### src/rtl/div_share_arbiter.sv
// Shares one iterative divider between two requesters: arbitrates, holds operands, returns results.
// Optional build macro DIV_ZERO_BYPASS_EN answers divide-by-zero locally without starting the divider.
module div_share_arbiter #(
  parameter int W = 32
) (
  input  logic           clk,
  input  logic           rst,
  input  logic [1:0]     req_valid,
  output logic [1:0]     req_ready,
  input  logic [1:0]     req_usigned,
  input  logic [2*W-1:0] req_divisor,
  input  logic [2*W-1:0] req_dividend,
  output logic [1:0]     rsp_valid,
  input  logic [1:0]     rsp_ready,
  output logic [W-1:0]   rsp_quotient,
  output logic [W-1:0]   rsp_reminder,
  output logic           busy,
  output logic           div_valid,
  output logic           div_usigned,
  output logic [W-1:0]   div_divisor,
  output logic [W-1:0]   div_dividend,
  input  logic [W-1:0]   div_quotient,
  input  logic [W-1:0]   div_reminder,
  input  logic           div_res_ready,
  output logic           div_rst_n
);

  typedef enum logic [1:0] {
    IDLE  = 2'd0,
    ISSUE = 2'd1,
    WAIT  = 2'd2,
    RESP  = 2'd3
  } state_t;

  state_t       state_q, state_d;
  logic         owner_q, owner_d;
  logic         last_grant_q, last_grant_d;
  logic         us_q, us_d;
  logic [W-1:0] dvs_q, dvs_d;
  logic [W-1:0] dvd_q, dvd_d;
  logic [W-1:0] quo_q, quo_d;
  logic [W-1:0] rem_q, rem_d;
  logic         rst_n_q, rst_n_d;

  logic         grant;
  logic         accept;
  logic         sel_us;
  logic [W-1:0] sel_dvs;
  logic [W-1:0] sel_dvd;

  // A lone requester always wins; on a tie the port that did not win last time goes first.
  always_comb begin
    grant = req_valid[1];
    if (req_valid == 2'b11) begin
      grant = ~last_grant_q;
    end
  end

  generate
    for (genvar gi = 0; gi < 2; gi++) begin : g_port
      assign req_ready[gi] = (state_q == IDLE) && req_valid[gi] && (grant == 1'(gi));
      assign rsp_valid[gi] = (state_q == RESP) && (owner_q == 1'(gi));
    end
  endgenerate

  assign accept  = |(req_valid & req_ready);
  assign sel_us  = grant ? req_usigned[1] : req_usigned[0];
  assign sel_dvs = grant ? req_divisor[2*W-1:W]  : req_divisor[W-1:0];
  assign sel_dvd = grant ? req_dividend[2*W-1:W] : req_dividend[W-1:0];

  always_comb begin
    state_d      = state_q;
    owner_d      = owner_q;
    last_grant_d = last_grant_q;
    us_d         = us_q;
    dvs_d        = dvs_q;
    dvd_d        = dvd_q;
    quo_d        = quo_q;
    rem_d        = rem_q;
    rst_n_d      = 1'b1;
    case (state_q)
      IDLE: begin
        if (accept) begin
          owner_d      = grant;
          last_grant_d = grant;
          us_d         = sel_us;
          dvs_d        = sel_dvs;
          dvd_d        = sel_dvd;
`ifdef DIV_ZERO_BYPASS_EN
          if (sel_dvs == '0) begin
            quo_d   = '1;
            rem_d   = sel_dvd;
            state_d = RESP;
          end else begin
            state_d = ISSUE;
          end
`else
          state_d = ISSUE;
`endif
        end
      end
      ISSUE: begin
        state_d = WAIT;
      end
      // Operands are left untouched here: the divider keeps sampling them until done.
      WAIT: begin
        if (div_res_ready) begin
          quo_d   = div_quotient;
          rem_d   = div_reminder;
          state_d = RESP;
        end
      end
      RESP: begin
        if (rsp_ready[owner_q]) begin
          state_d = IDLE;
        end
      end
      default: begin
        state_d = IDLE;
      end
    endcase
  end

  always_ff @(posedge clk or posedge rst) begin
    if (rst) begin
      state_q <= IDLE;
    end else begin
      state_q <= state_d;
    end
  end

  always_ff @(posedge clk or posedge rst) begin
    if (rst) begin
      owner_q      <= 1'b0;
      last_grant_q <= 1'b1;
      us_q         <= 1'b0;
      dvs_q        <= '0;
      dvd_q        <= '0;
      quo_q        <= '0;
      rem_q        <= '0;
    end else begin
      owner_q      <= owner_d;
      last_grant_q <= last_grant_d;
      us_q         <= us_d;
      dvs_q        <= dvs_d;
      dvd_q        <= dvd_d;
      quo_q        <= quo_d;
      rem_q        <= rem_d;
    end
  end

  // Held low through the first edge after release so the divider's synchronous reset is seen.
  always_ff @(posedge clk or posedge rst) begin
    if (rst) begin
      rst_n_q <= 1'b0;
    end else begin
      rst_n_q <= rst_n_d;
    end
  end

  assign busy         = (state_q != IDLE);
  assign div_valid    = (state_q == ISSUE);
  assign div_usigned  = us_q;
  assign div_divisor  = dvs_q;
  assign div_dividend = dvd_q;
  assign rsp_quotient = quo_q;
  assign rsp_reminder = rem_q;
  assign div_rst_n    = rst_n_q;

endmodule

### config.mk
export PLATFORM = sky130hd
export DESIGN_NAME = div_share_arbiter
export DESIGN_NICKNAME = d
export VERILOG_FILES = /design/src/rtl/div_share_arbiter.sv
export SDC_FILE = /design/constraint.sdc
export NUM_CORES = 1
export LEC_CHECK = 0
export CAP_MARGIN = 20
export CORE_AREA = 2 2 132 134
export CTS_CLUSTER_SIZE = 20
export DETAILED_ROUTE_END_ITERATION = 7
export DIE_AREA = 0 0 134 136
export PLACE_DENSITY = 0.79
export SLEW_MARGIN = 15
export SYNTH_ARGS = -nofsm -noshare
export SYNTH_HDL_FRONTEND = slang
export SYNTH_SLANG_ARGS = --single-unit
### constraint.sdc
create_clock -name clk -period 13.44 [get_ports clk]
set_input_delay 2.016 -clock clk [delete_from_list [all_inputs] [get_ports clk]]
set_output_delay 2.016 -clock clk [all_outputs]
set_load 0.03 [all_outputs]
==> flow_metrics.env <==
export IMPL_clk_latency_ps=410
export IMPL_drtPass1Iterations=4
export IMPL_period_share=0.438
export IMPL_mostFrequentLayoutCell="clkdlybuf4s50_1"
export IMPL_fin_nets=987
export IMPL_die_height_um=136
export IMPL_synth_top_family_by_area="multiplexers"
export IMPL_worstSetupStartpoint="req_valid[0]"
export IMPL_seq_area_frac_synth=0.590
export IMPL_dpl_cell_area_um2=9200
export IMPL_core_um2=16900
export IMPL_cts_root_buf="clkbuf_16"
export IMPL_fillers=1431
export IMPL_r2r_end="div_divisor[23]"
export IMPL_path_class="input pin to primary output"
export IMPL_fin_setup_tns_ps=0
export IMPL_grt_ovfl_total=0
export IMPL_synth_area_um2=5690
export IMPL_area_growth_pct=71.7
export IMPL_drive_gt1_frac=0.134
export IMPL_finalClockSkew_ps=11.0
export IMPL_fin_area_um2=9770
export IMPL_vias_per_cell=4.46
export IMPL_grt_pass1_wl_um=24300
export IMPL_critPathCaptureType="primary output"
export IMPL_initial_core_util=0.337
export IMPL_p_leak_nw=4.31
export IMPL_ys_warn_count=0
export IMPL_numCtsBuffers=17
export IMPL_numClockSinks=134
export IMPL_hold_viol=0
export IMPL_finalMaxSlewViolations=0
export IMPL_endpoint="req_ready[0]"
export IMPL_max_freq_mhz=170
export IMPL_antenna_cells=0
export IMPL_cp_max_fo=18
export IMPL_num_vias=4549
export IMPL_ir_drop_mv=0.128
export IMPL_yosysUniqueCellTypes=26
export IMPL_wire_per_inst_um=15.3
export IMPL_crit_path_start_kind="input pin"
export IMPL_slew_headroom=0.343
export IMPL_maxCapViolCount=0
export IMPL_boundaryPins=337
export IMPL_synth_largest_area_cell="dfrtp_1"
export IMPL_setup_viol_count_final=0
export IMPL_r2r_slack_ps=11090
export IMPL_synthMuxAreaShare=0.245
export IMPL_gp_congestion=0.760
export IMPL_cts_resized=0
export IMPL_synthTopCellsByArea="dfrtp_1 (59%), mux2_2 (13%), mux2i_1 (12%), nand2_1 (4.4%), o21ai_0 (3.3%)"
export IMPL_grt_max_degree=116
export IMPL_htreeDepth=4
export IMPL_hold_path_depth=2
export IMPL_synth_nets=656
export IMPL_clockBufferDepth=2
export IMPL_rsz0062_at_grt="no"
export IMPL_ys_ff_latch=134
export IMPL_syn_area_per_cell_um2=12.6
export IMPL_hold_path_class="register to register"
export IMPL_synthAdderAreaFrac=0.0110
export IMPL_fin_crit_ps=5890
export IMPL_worstRegToRegCells=5
export IMPL_clk_pin_slew_worst_paths_ps=60
export IMPL_die_area_um2=18200
export IMPL_grtUsageTotal=0.173
export IMPL_syn_instance_count=450
export IMPL_synth_compound_area_frac=0.0671
export IMPL_postCtsSetupRepairBufs=0
export IMPL_final_cell_mix="clkdlybuf4s50_1 (336), dfrtp_1 (133), mux2i_1 (66), nand2_1 (66), mux2_2 (65)"
export IMPL_yosys_area_share_simple=0.0506
export IMPL_dieWidth_um=134
export IMPL_fin_hold_ws_ps=473
export IMPL_netlist_area_leader_share=0.585
export IMPL_synthXorXnorAreaFrac=0
export IMPL_required_ps=11420
export IMPL_worstPathArrival_ps=3870
export IMPL_portBuffers=336
export IMPL_r2r_start="state_q[0]"
export IMPL_rows=48
export IMPL_dp_hpwl_um=11900
export IMPL_cts_hold_buffers=0
export IMPL_power_density_nw_per_um2=245
export IMPL_antenna_found_initial=0
export IMPL_worst_pin_slew_ps=985
export IMPL_status="completed"
export IMPL_cts_tree="done"
export IMPL_grt_pass1_vias=4573
export IMPL_wirelength_um=15600
export IMPL_ant_nets=0
export IMPL_drc_errors=0
export IMPL_drtIter0Drc=127
==> metrics by stage <==
step | total power, mW | setup slack (ps) | std cells | util
final | 2.40 | 7550 | 1019 | 0.579
after global routing | 2.54 | 7480 | 1019 | 0.579
after floorplan | 1.44 | 7840 | 450 | -
after CTS | 2.43 | 7530 | 1019 | 0.579
after detailed placement | 1.98 | 7520 | 987 | 0.545
after global placement | 1.95 | 7550 | 987 | 0.545
==> Yosys cell counts <==
cell / count
a221oi_1: 1
clkbuf_2: 3
o21ai_0: 38
ha_1: 5
mux2_2: 65
clkbuf_1: 3
nor3b_1: 1
a21o_1: 1
conb_1: 1
and2_1: 1
nor2_2: 1
a21bo_1: 1
a31oi_1: 1
nor2b_1: 2
inv_1: 5
buf_6: 5
buf_4: 8
nand2_1: 67
o21ai_1: 28
buf_2: 9
a21oi_1: 2
dfrtp_1: 133
a2bb2oi_1: 1
nor2_1: 1
dfstp_2: 1
mux2i_1: 66
==> cell type report <==
| type | instances | area (um2) | area share |
|---|---|---|---|
| repair buffers | 340 | 3390 | 0.347 |
| flip-flops and latches | 134 | 3350 | 0.343 |
| multi-input cells | 283 | 2150 | 0.220 |
| clock buffers | 19 | 443 | 0.0453 |
| well taps | 225 | 282 | 0.0288 |
| clock inverters | 13 | 125 | 0.0128 |
| inverters | 5 | 23.8 | 0.00243 |
==> metal layers <==
metal,GRT usage,wire (um),vias up,part of all wire
met4,0.0626,277,0,0.018
met1,0.192,5940,2106,0.38
met5,0,0,-,0
li1,-,-,2217,-
met3,0.0686,1470,17,0.094
met2,0.301,7910,209,0.51
==> worst min-delay path by stage <==
stage,start,endpoint,slack (ps)
floorplan,last_grant_q,last_grant_q,500
global route,div_divisor[13],div_divisor[13],490
detailed placement,div_divisor[5],div_divisor[5],470
finish,div_divisor[12],div_divisor[12],470
global placement,div_divisor[9],div_divisor[9],460
CTS,div_divisor[5],div_divisor[5],480
==> report_power, final <==
group | switching, mW | internal, mW
Clock | 0.179 | 0.261
Combinational | 0.691 | 0.558
Sequential | 0.101 | 0.605
==> kinds of logic (layout without fill, tap and decap cells) <==
family | Yosys count | in the layout
other cells | 1 | 1
buf+inv | 33 | 377
mux | 131 | 131
fa+ha+maj | 5 | 5
compound gates | 73 | 73
simple gates | 73 | 73
flops | 134 | 134
==> sequential cells by signal, summed over array words and instances (netlist names) <==
signal,flops
last_grant_q,1
div_rst_n,1
div_dividend,32
rsp_reminder,32
div_divisor,32
owner_q,1
div_usigned,1
rsp_quotient,32
state_q,2
==> worst max-delay path, stage by stage <==
cell and delay [ps]:
clkdlybuf4s50_1 620, a21bo_4 380, nor2b_1 170, clkdlybuf4s50_1 680
(Power assumes the default switching activity.)
